$ cat config.mk
export PLATFORM = sky130hd
export DESIGN_NAME = uart_tx_serializer
export DESIGN_NICKNAME = d
export VERILOG_FILES = /design/src/rtl/uart_tx_serializer.sv
export SDC_FILE = /design/constraint.sdc
export NUM_CORES = 1
export LEC_CHECK = 0
export CAP_MARGIN = 20
export CORE_MARGIN = 8
export CORE_UTILIZATION = 50
export DETAILED_ROUTE_END_ITERATION = 7
export PLACE_DENSITY = 0.71
export SLEW_MARGIN = 20
export SYNTH_ARGS = -nofsm -noshare
export SYNTH_HDL_FRONTEND = slang
export SYNTH_SLANG_ARGS = --single-unit
$ cat constraint.sdc
create_clock -name i_clk -period 3.1 [get_ports i_clk]
set_input_delay 0.775 -clock i_clk [delete_from_list [all_inputs] [get_ports i_clk]]
set_output_delay 0.775 -clock i_clk [all_outputs]
set_load 0.005 [all_outputs]
$ cat src/rtl/uart_tx_serializer.sv
// Byte FIFO feeding an 8N1 UART transmitter; define UART_TX_PARITY_EN for 8E1 frames.
// Frames go out back to back while bytes are queued.
module uart_tx_serializer #(
    parameter int unsigned CLKS_PER_BIT = 868,
    parameter int unsigned FIFO_DEPTH   = 8
) (
    input  logic                             i_clk,
    input  logic                             i_reset_n,
    input  logic [7:0]                       i_data,
    input  logic                             i_valid,
    output logic                             o_ready,
    output logic                             o_tx,
    output logic                             o_busy,
    output logic [$clog2(FIFO_DEPTH+1)-1:0]  o_fifo_count
);

    localparam int unsigned CW = $clog2(FIFO_DEPTH + 1);
    localparam int unsigned PW = $clog2(FIFO_DEPTH);
    localparam int unsigned BW = $clog2(CLKS_PER_BIT);

    typedef enum logic [2:0] {
        S_IDLE,
        S_START,
        S_DATA,
`ifdef UART_TX_PARITY_EN
        S_PARITY,
`endif
        S_STOP
    } state_t;

    logic [7:0]    mem_q [FIFO_DEPTH];
    logic [PW-1:0] wr_ptr_q, wr_ptr_d;
    logic [PW-1:0] rd_ptr_q, rd_ptr_d;
    logic [CW-1:0] count_q, count_d;

    state_t        state_q, state_d;
    logic [7:0]    shift_q, shift_d;
    logic [2:0]    bit_q, bit_d;
    logic [BW-1:0] baud_q, baud_d;
    logic          tx_q, tx_d;
`ifdef UART_TX_PARITY_EN
    logic          parity_q, parity_d;
`endif

    logic          push;
    logic          pop;
    logic          fifo_empty;
    logic          baud_last;
    logic [7:0]    head;

    assign o_ready      = (count_q != CW'(FIFO_DEPTH));
    assign push         = i_valid && o_ready;
    assign fifo_empty   = (count_q == '0);
    assign head         = mem_q[rd_ptr_q];
    assign baud_last    = (baud_q == BW'(CLKS_PER_BIT - 1));
    assign o_tx         = tx_q;
    assign o_busy       = (state_q != S_IDLE) || !fifo_empty;
    assign o_fifo_count = count_q;

    // Storage is not reset: only pointers and count define occupancy.
    always_ff @(posedge i_clk) begin
        if (push) begin
            mem_q[wr_ptr_q] <= i_data;
        end
    end

    always_comb begin
        wr_ptr_d = wr_ptr_q;
        rd_ptr_d = rd_ptr_q;
        count_d  = count_q;
        if (push) begin
            wr_ptr_d = wr_ptr_q + PW'(1);
        end
        if (pop) begin
            rd_ptr_d = rd_ptr_q + PW'(1);
        end
        case ({push, pop})
            2'b10:   count_d = count_q + CW'(1);
            2'b01:   count_d = count_q - CW'(1);
            default: count_d = count_q;
        endcase
    end

    always_comb begin
        state_d  = state_q;
        shift_d  = shift_q;
        bit_d    = bit_q;
        baud_d   = baud_q + BW'(1);
        pop      = 1'b0;
`ifdef UART_TX_PARITY_EN
        parity_d = parity_q;
`endif
        case (state_q)
            S_IDLE: begin
                baud_d = '0;
                if (!fifo_empty) begin
                    pop      = 1'b1;
                    shift_d  = head;
                    bit_d    = '0;
                    state_d  = S_START;
`ifdef UART_TX_PARITY_EN
                    parity_d = ^head;
`endif
                end
            end
            S_START: begin
                if (baud_last) begin
                    baud_d  = '0;
                    state_d = S_DATA;
                end
            end
            S_DATA: begin
                if (baud_last) begin
                    baud_d  = '0;
                    shift_d = shift_q >> 1;
                    if (bit_q == 3'd7) begin
`ifdef UART_TX_PARITY_EN
                        state_d = S_PARITY;
`else
                        state_d = S_STOP;
`endif
                    end else begin
                        bit_d = bit_q + 3'd1;
                    end
                end
            end
`ifdef UART_TX_PARITY_EN
            S_PARITY: begin
                if (baud_last) begin
                    baud_d  = '0;
                    state_d = S_STOP;
                end
            end
`endif
            S_STOP: begin
                if (baud_last) begin
                    baud_d = '0;
                    if (!fifo_empty) begin
                        pop      = 1'b1;
                        shift_d  = head;
                        bit_d    = '0;
                        state_d  = S_START;
`ifdef UART_TX_PARITY_EN
                        parity_d = ^head;
`endif
                    end else begin
                        state_d = S_IDLE;
                    end
                end
            end
            default: begin
                baud_d  = '0;
                state_d = S_IDLE;
            end
        endcase

        // Line level is registered, so it is decoded from the next state.
        case (state_d)
            S_START:  tx_d = 1'b0;
            S_DATA:   tx_d = shift_d[0];
`ifdef UART_TX_PARITY_EN
            S_PARITY: tx_d = parity_d;
`endif
            default:  tx_d = 1'b1;
        endcase
    end

    always_ff @(posedge i_clk or negedge i_reset_n) begin
        if (!i_reset_n) begin
            wr_ptr_q <= '0;
            rd_ptr_q <= '0;
            count_q  <= '0;
            state_q  <= S_IDLE;
            shift_q  <= '0;
            bit_q    <= '0;
            baud_q   <= '0;
            tx_q     <= 1'b1;
`ifdef UART_TX_PARITY_EN
            parity_q <= 1'b0;
`endif
        end else begin
            wr_ptr_q <= wr_ptr_d;
            rd_ptr_q <= rd_ptr_d;
            count_q  <= count_d;
            state_q  <= state_d;
            shift_q  <= shift_d;
            bit_q    <= bit_d;
            baud_q   <= baud_d;
            tx_q     <= tx_d;
`ifdef UART_TX_PARITY_EN
            parity_q <= parity_d;
`endif
        end
    end

endmodule
# After elaboration in Yosys (flattened, before gate mapping)
# Memory sizes are Yosys's and may differ from the RTL's.
# Cells that the tools add are included.
# op_classes
addsub	6
n_lt_le_gt_ge	0
mux	25
bitwise	0
n_eq_ne	13
n_div	0
reduce_logical	11
multipliers	0
shifts	0
# op_table
op	n
$mux W3	9
$mux W8	3
$pmux W8 S3	1
$mux W10	2
$pmux W3 S4	1
$add A10 B1 Y10 const B	1
$eq A10 B10 Y1 const B	1
$add A3 B1 Y3 const B	3
$eq A3 B2 Y1 const B	3
$pmux W3 S3	1
$pmux W4 S2	1
$eq A3 B1 Y1 const B	2
$ne A2 B2 Y1 const B	3
$reduce_bool A3 Y1	2
$mux W1	5
$add A4 B1 Y4 const B	1
$logic_not A4 Y1	1
$ne A4 B4 Y1 const B	1
$pmux W1 S2	2
$reduce_and A4 Y1	1
$sub A4 B1 Y4 const B	1
$eq A3 B3 Y1 const B	1
$logic_not A3 Y1	1
$reduce_and A3 Y1	1
7 further kinds	7
# totals
in_bits	11
latchBits	0
mem_bits_rw	64
rom_bits	0
mem_count	1
out_inout_bits	7
reg_bits	35
word_cells	65
# mem_list
memory	depth	width	read_ports	rd_ports_with_merged_regs	write_ports	line_no	rtl
mem_q	8	8	1	0	1	31	logic [7:0] mem_q [FIFO_DEPTH];

# Logic depth before layout (Yosys ltp)
# logic_depth
ltp_word	6
depth_mapped	12
mapped_depth_nobuf	11

# Least setup slack after synthesis
# Ideal clock, no wire load.
# synth_path
path_kind	register to register
start	register count_q[1] (netlist: o_fifo_count[1])
end	register count_q[2] (netlist: o_fifo_count[2])
path_slack_ps	552
stages_incl_launch_ff	12
arrival_time_ps	2418
setup_time_ps	130
t_required_ps	2970
path_cell_list	dfrtp_1 > clkbuf_1 > nor4_2 > nor3_1 > a21o_1 > ha_1 > xor2_1 > ha_1 > a21oi_1 > xor2_1 > nor2_1 > xor2_1
# synth_between
elab_chain_cells	6
elab_cells_between_ends	12
classes_between	2 x add/sub; 3 x eq/ne; 4 x mux; 3 x reduce/logical
# synth_rtl
element	line_no	rtl
start: declaration	34	logic [CW-1:0] count_q, count_d;
start signal: assignment	184	count_q <= count_d;
$logic_not A4 Y1 (*)	53	assign fifo_empty = (count_q == '0);
$mux W1 (*)	96, 138	
$mux W1	136	if (baud_last) begin
$pmux W1 S2 (*)	93	case (state_q)
net pop	46	logic pop;
$eq A2 B1 Y1 or $eq A2 B2 Y1 (tied branches)	77	case ({push, pop})
$pmux W4 S2 or $reduce_bool A2 Y1 (tied branches)	n/a	
# Mark *: on every way through the listed nets, which the timed path passes. The rest lies on a longest branch.
# A chain may end at the register's enable or synchronous reset.

# Worst setup path in the final report
# layout_path
start	register count_q[0] (netlist: o_fifo_count[0])
end	output o_busy
# layout_between
elab_chain_cells	3
# layout_rtl
element	line_no	rtl
$logic_not A4 Y1	53	
$logic_not A1 Y1	n/a	
$logic_or A1 B1 Y1	57	assign o_busy = (state_q != S_IDLE) || !fifo_empty;
end: declaration	13	output logic o_busy,
# No other way between the ends.

==> run summary <==
max cap viols = 0
most common cell after layout, fill and taps aside = edfxtp_1
number of setup buffers added after CTS = 0
Total Power = 0.00382 W
Final setup violation count = 0
Worst setup endpoint = o_busy
worst reg2reg setup slack = 470 ps
DP Wirelength = 4990 um
kind of critical path = flop to output pin
drt wl/cell = 17.9 um
Initial Util = 51.7%
Post-synth EDFFs = 64
measured slew at the worst slew-check pin = 821 ps
area grow syn2layout = 12.7%
Worst-path clk slew = 110 ps
min Tclk post-route = 2790 ps
worst stage delay on the critical path = 530 ps
Netlist cell types = 49
Via density = 5.59
via count = 2342
aggregate global routing overflow = 0
dpl ws = 412 ps
clk_skew = 15.1 ps
synthesized instance count = 281
DRC viols = 0
vias in the first global route = 2424
Rel. slew slack = 44.9%
Routed Wire Length = 7520 um
Worst Path Required = 2320 ps
first-pass GRT wire length = 12500 um
Max Slew Vio Count = 0
largest net degree at the start of global routing = 36
clk_lat worst skew = 360 ps
clk buf depth = 2
root buffer cell = clkbuf_8
number of rows created at floorplan = 33
Post-CTS Hold Fix Bufs = 0
CTS tree = yes
worst r2r path cells = 11
Final Hold Viols = 0
CP startpoint = o_fifo_count[0]
ANT cells = 0
post-synthesis sequential area ratio = 65.6%
startpoint types = flop
Ys Warns = 0
DIE AREA = 11700 um^2
Synth Flop Type = edfxtp_1
I/O Buffers = 17
hold slack = 494 ps
IO Count = 18
number of buffers created by CTS = 9
routability-driven placement congestion ratio = 0.801
non-filler cells, final = 419
Die W = 108 um
# fillers = 661
nature of the critical path endpoint = output pin
Cells after DPL = 403
final period utilization = 90.0%
RSZ-0062 raised after global routing = no
Final WS setup = 309 ps
origin of the critical flop-to-flop path = baud_q[0]
Crit path arrival time = 2020 ps
Mapped Area = 4270 um^2
syn nets = 300
FMAX = 358 MHz
htree depth = 3
most frequent cells in the layout = edfxtp_1, dfrtp_1, nor2_1
fin nets = 328
register bit total from synthesis = 99
initial antenna violation count = 0
Pwr per Cell Area = 793 nW/um^2
core area = 8260 um^2
slowest CP cell = nor4_2
ANT nets after route = 0
Worst Path Max Fanout = 9
Pleak = 1.75 nW
Total Negative Setup Slacks = 0 ps
cells along the critical path = nor4_2, nand2_1, clkdlybuf4s50_1
number of DRC markers in iteration 0 = 148
Global Route Usage Sum = 13.9%
CTS Sinks = 99
die height = 108 um
outcome = finished clean
Mean Syn Cell Area = 15.2 um^2
first-pass detailed-route iteration total = 4
HP Class = input pin to async pin
Synth async-reset ratio = 35.4%
share of layout cells above drive strength 1 = 19.4%
Max VDD drop = 0.513 mV
reg2reg end = o_fifo_count[2]
Post-CTS Resized = 0
## per-stage QoR
stage	cell area, um^2	util (%)
2_1_floorplan	4270	-
3_3_place_gp	4590	55.6
3_5_place_dp	4590	55.6
4_1_cts	4810	58.2
5_1_grt	4810	58.2
6_report	4810	58.2
## layer usage
layer / global-route usage, % / part of all wire, %
met4: 5.18 / 0.90
met1: 17.6 / 45
met2: 23.0 / 52
met5: 0 / 0
met3: 2.91 / 2.2
## worst min-delay path by stage
stage | from | to | slack (ps)
6_report | i_reset_n | baud_q[5] | 490
5_1_grt | shift_q[6] | shift_q[6] | 510
4_1_cts | i_reset_n | wr_ptr_q[2] | 510
3_5_place_dp | shift_q[2] | shift_q[2] | 480
3_3_place_gp | shift_q[4] | shift_q[4] | 470
2_1_floorplan | baud_q[0] | baud_q[0] | 450
## power by group
group	internal, W	leakage (nW)	switching, W
combinational	0.000599	0.613	0.000475
clock	0.000337	0.109	0.000521
sequential	0.00167	1.03	0.000218
total	0.00260	1.75	0.00121
## critical path: cells and delay by family, from the launching register on
kind,cells,cell delay [ps]
AND/OR/NAND/NOR,2,680
flip-flops,1,500
buffers and inverters,1,480
## registers in the layout, indices dropped and copies added (netlist names)
signal and cells:
mem_q 64, o_fifo_count 4, shift_q 8, wr_ptr_q 3
bit_q 3, o_tx 1, rd_ptr_q 3, baud_q 10
state_q 3
## cell type report
type / count / area, um^2 / share of cell area [%]
inverters: 3 / 11.3 / 0.234
clock inverters: 7 / 96.3 / 2.00
multi-input cells: 168 / 1400 / 29.1
flip-flops and latches: 99 / 2800 / 58.2
repair buffers: 28 / 248 / 5.15
clock buffers: 9 / 124 / 2.58
well taps: 105 / 131 / 2.73
## synthesized netlist by cell type (2+ instances only)
master     number  area share, %
clkbuf_1        5           0.44
nand2b_1        5           0.73
nand3_1         7           0.82
xnor2_1         8            1.6
mux4_2         16            8.4
nand2_1        17            1.5
nor3_1          7           0.82
and2_1          2           0.29
a21oi_1         2           0.23
xor2_1          8            1.6
o31ai_1         3           0.53
buf_2           2           0.23
a31oi_1         3           0.44
ha_1            8            2.3
edfxtp_1       64             45
or2_2           2           0.29
a211oi_1        2           0.35
o2bb2ai_1       6            1.2
inv_1           3           0.26
nand4_1         3           0.44
nor2b_1         2           0.29
o41ai_1         2           0.41
a22oi_1         6            1.1
mux2_2         11            2.9
o21ai_0         4           0.47
nor2_1         27            2.4
dfrtp_1        34             20
## logic make-up after synthesis
| group | after synthesis | share of synthesized area (%) |
|---|---|---|
| other | 1 | 0.0879 |
| buffers and inverters | 14 | 1.58 |
| XOR/XNOR | 16 | 3.28 |
| flip-flops | 99 | 65.6 |
| multiplexers | 28 | 11.6 |
| adder cells (fa/ha/maj) | 8 | 2.35 |
| AO/OA/AOI/OAI | 33 | 5.72 |
| AND/OR/NAND/NOR | 82 | 9.79 |
Power figures use the tool's default switching activity.
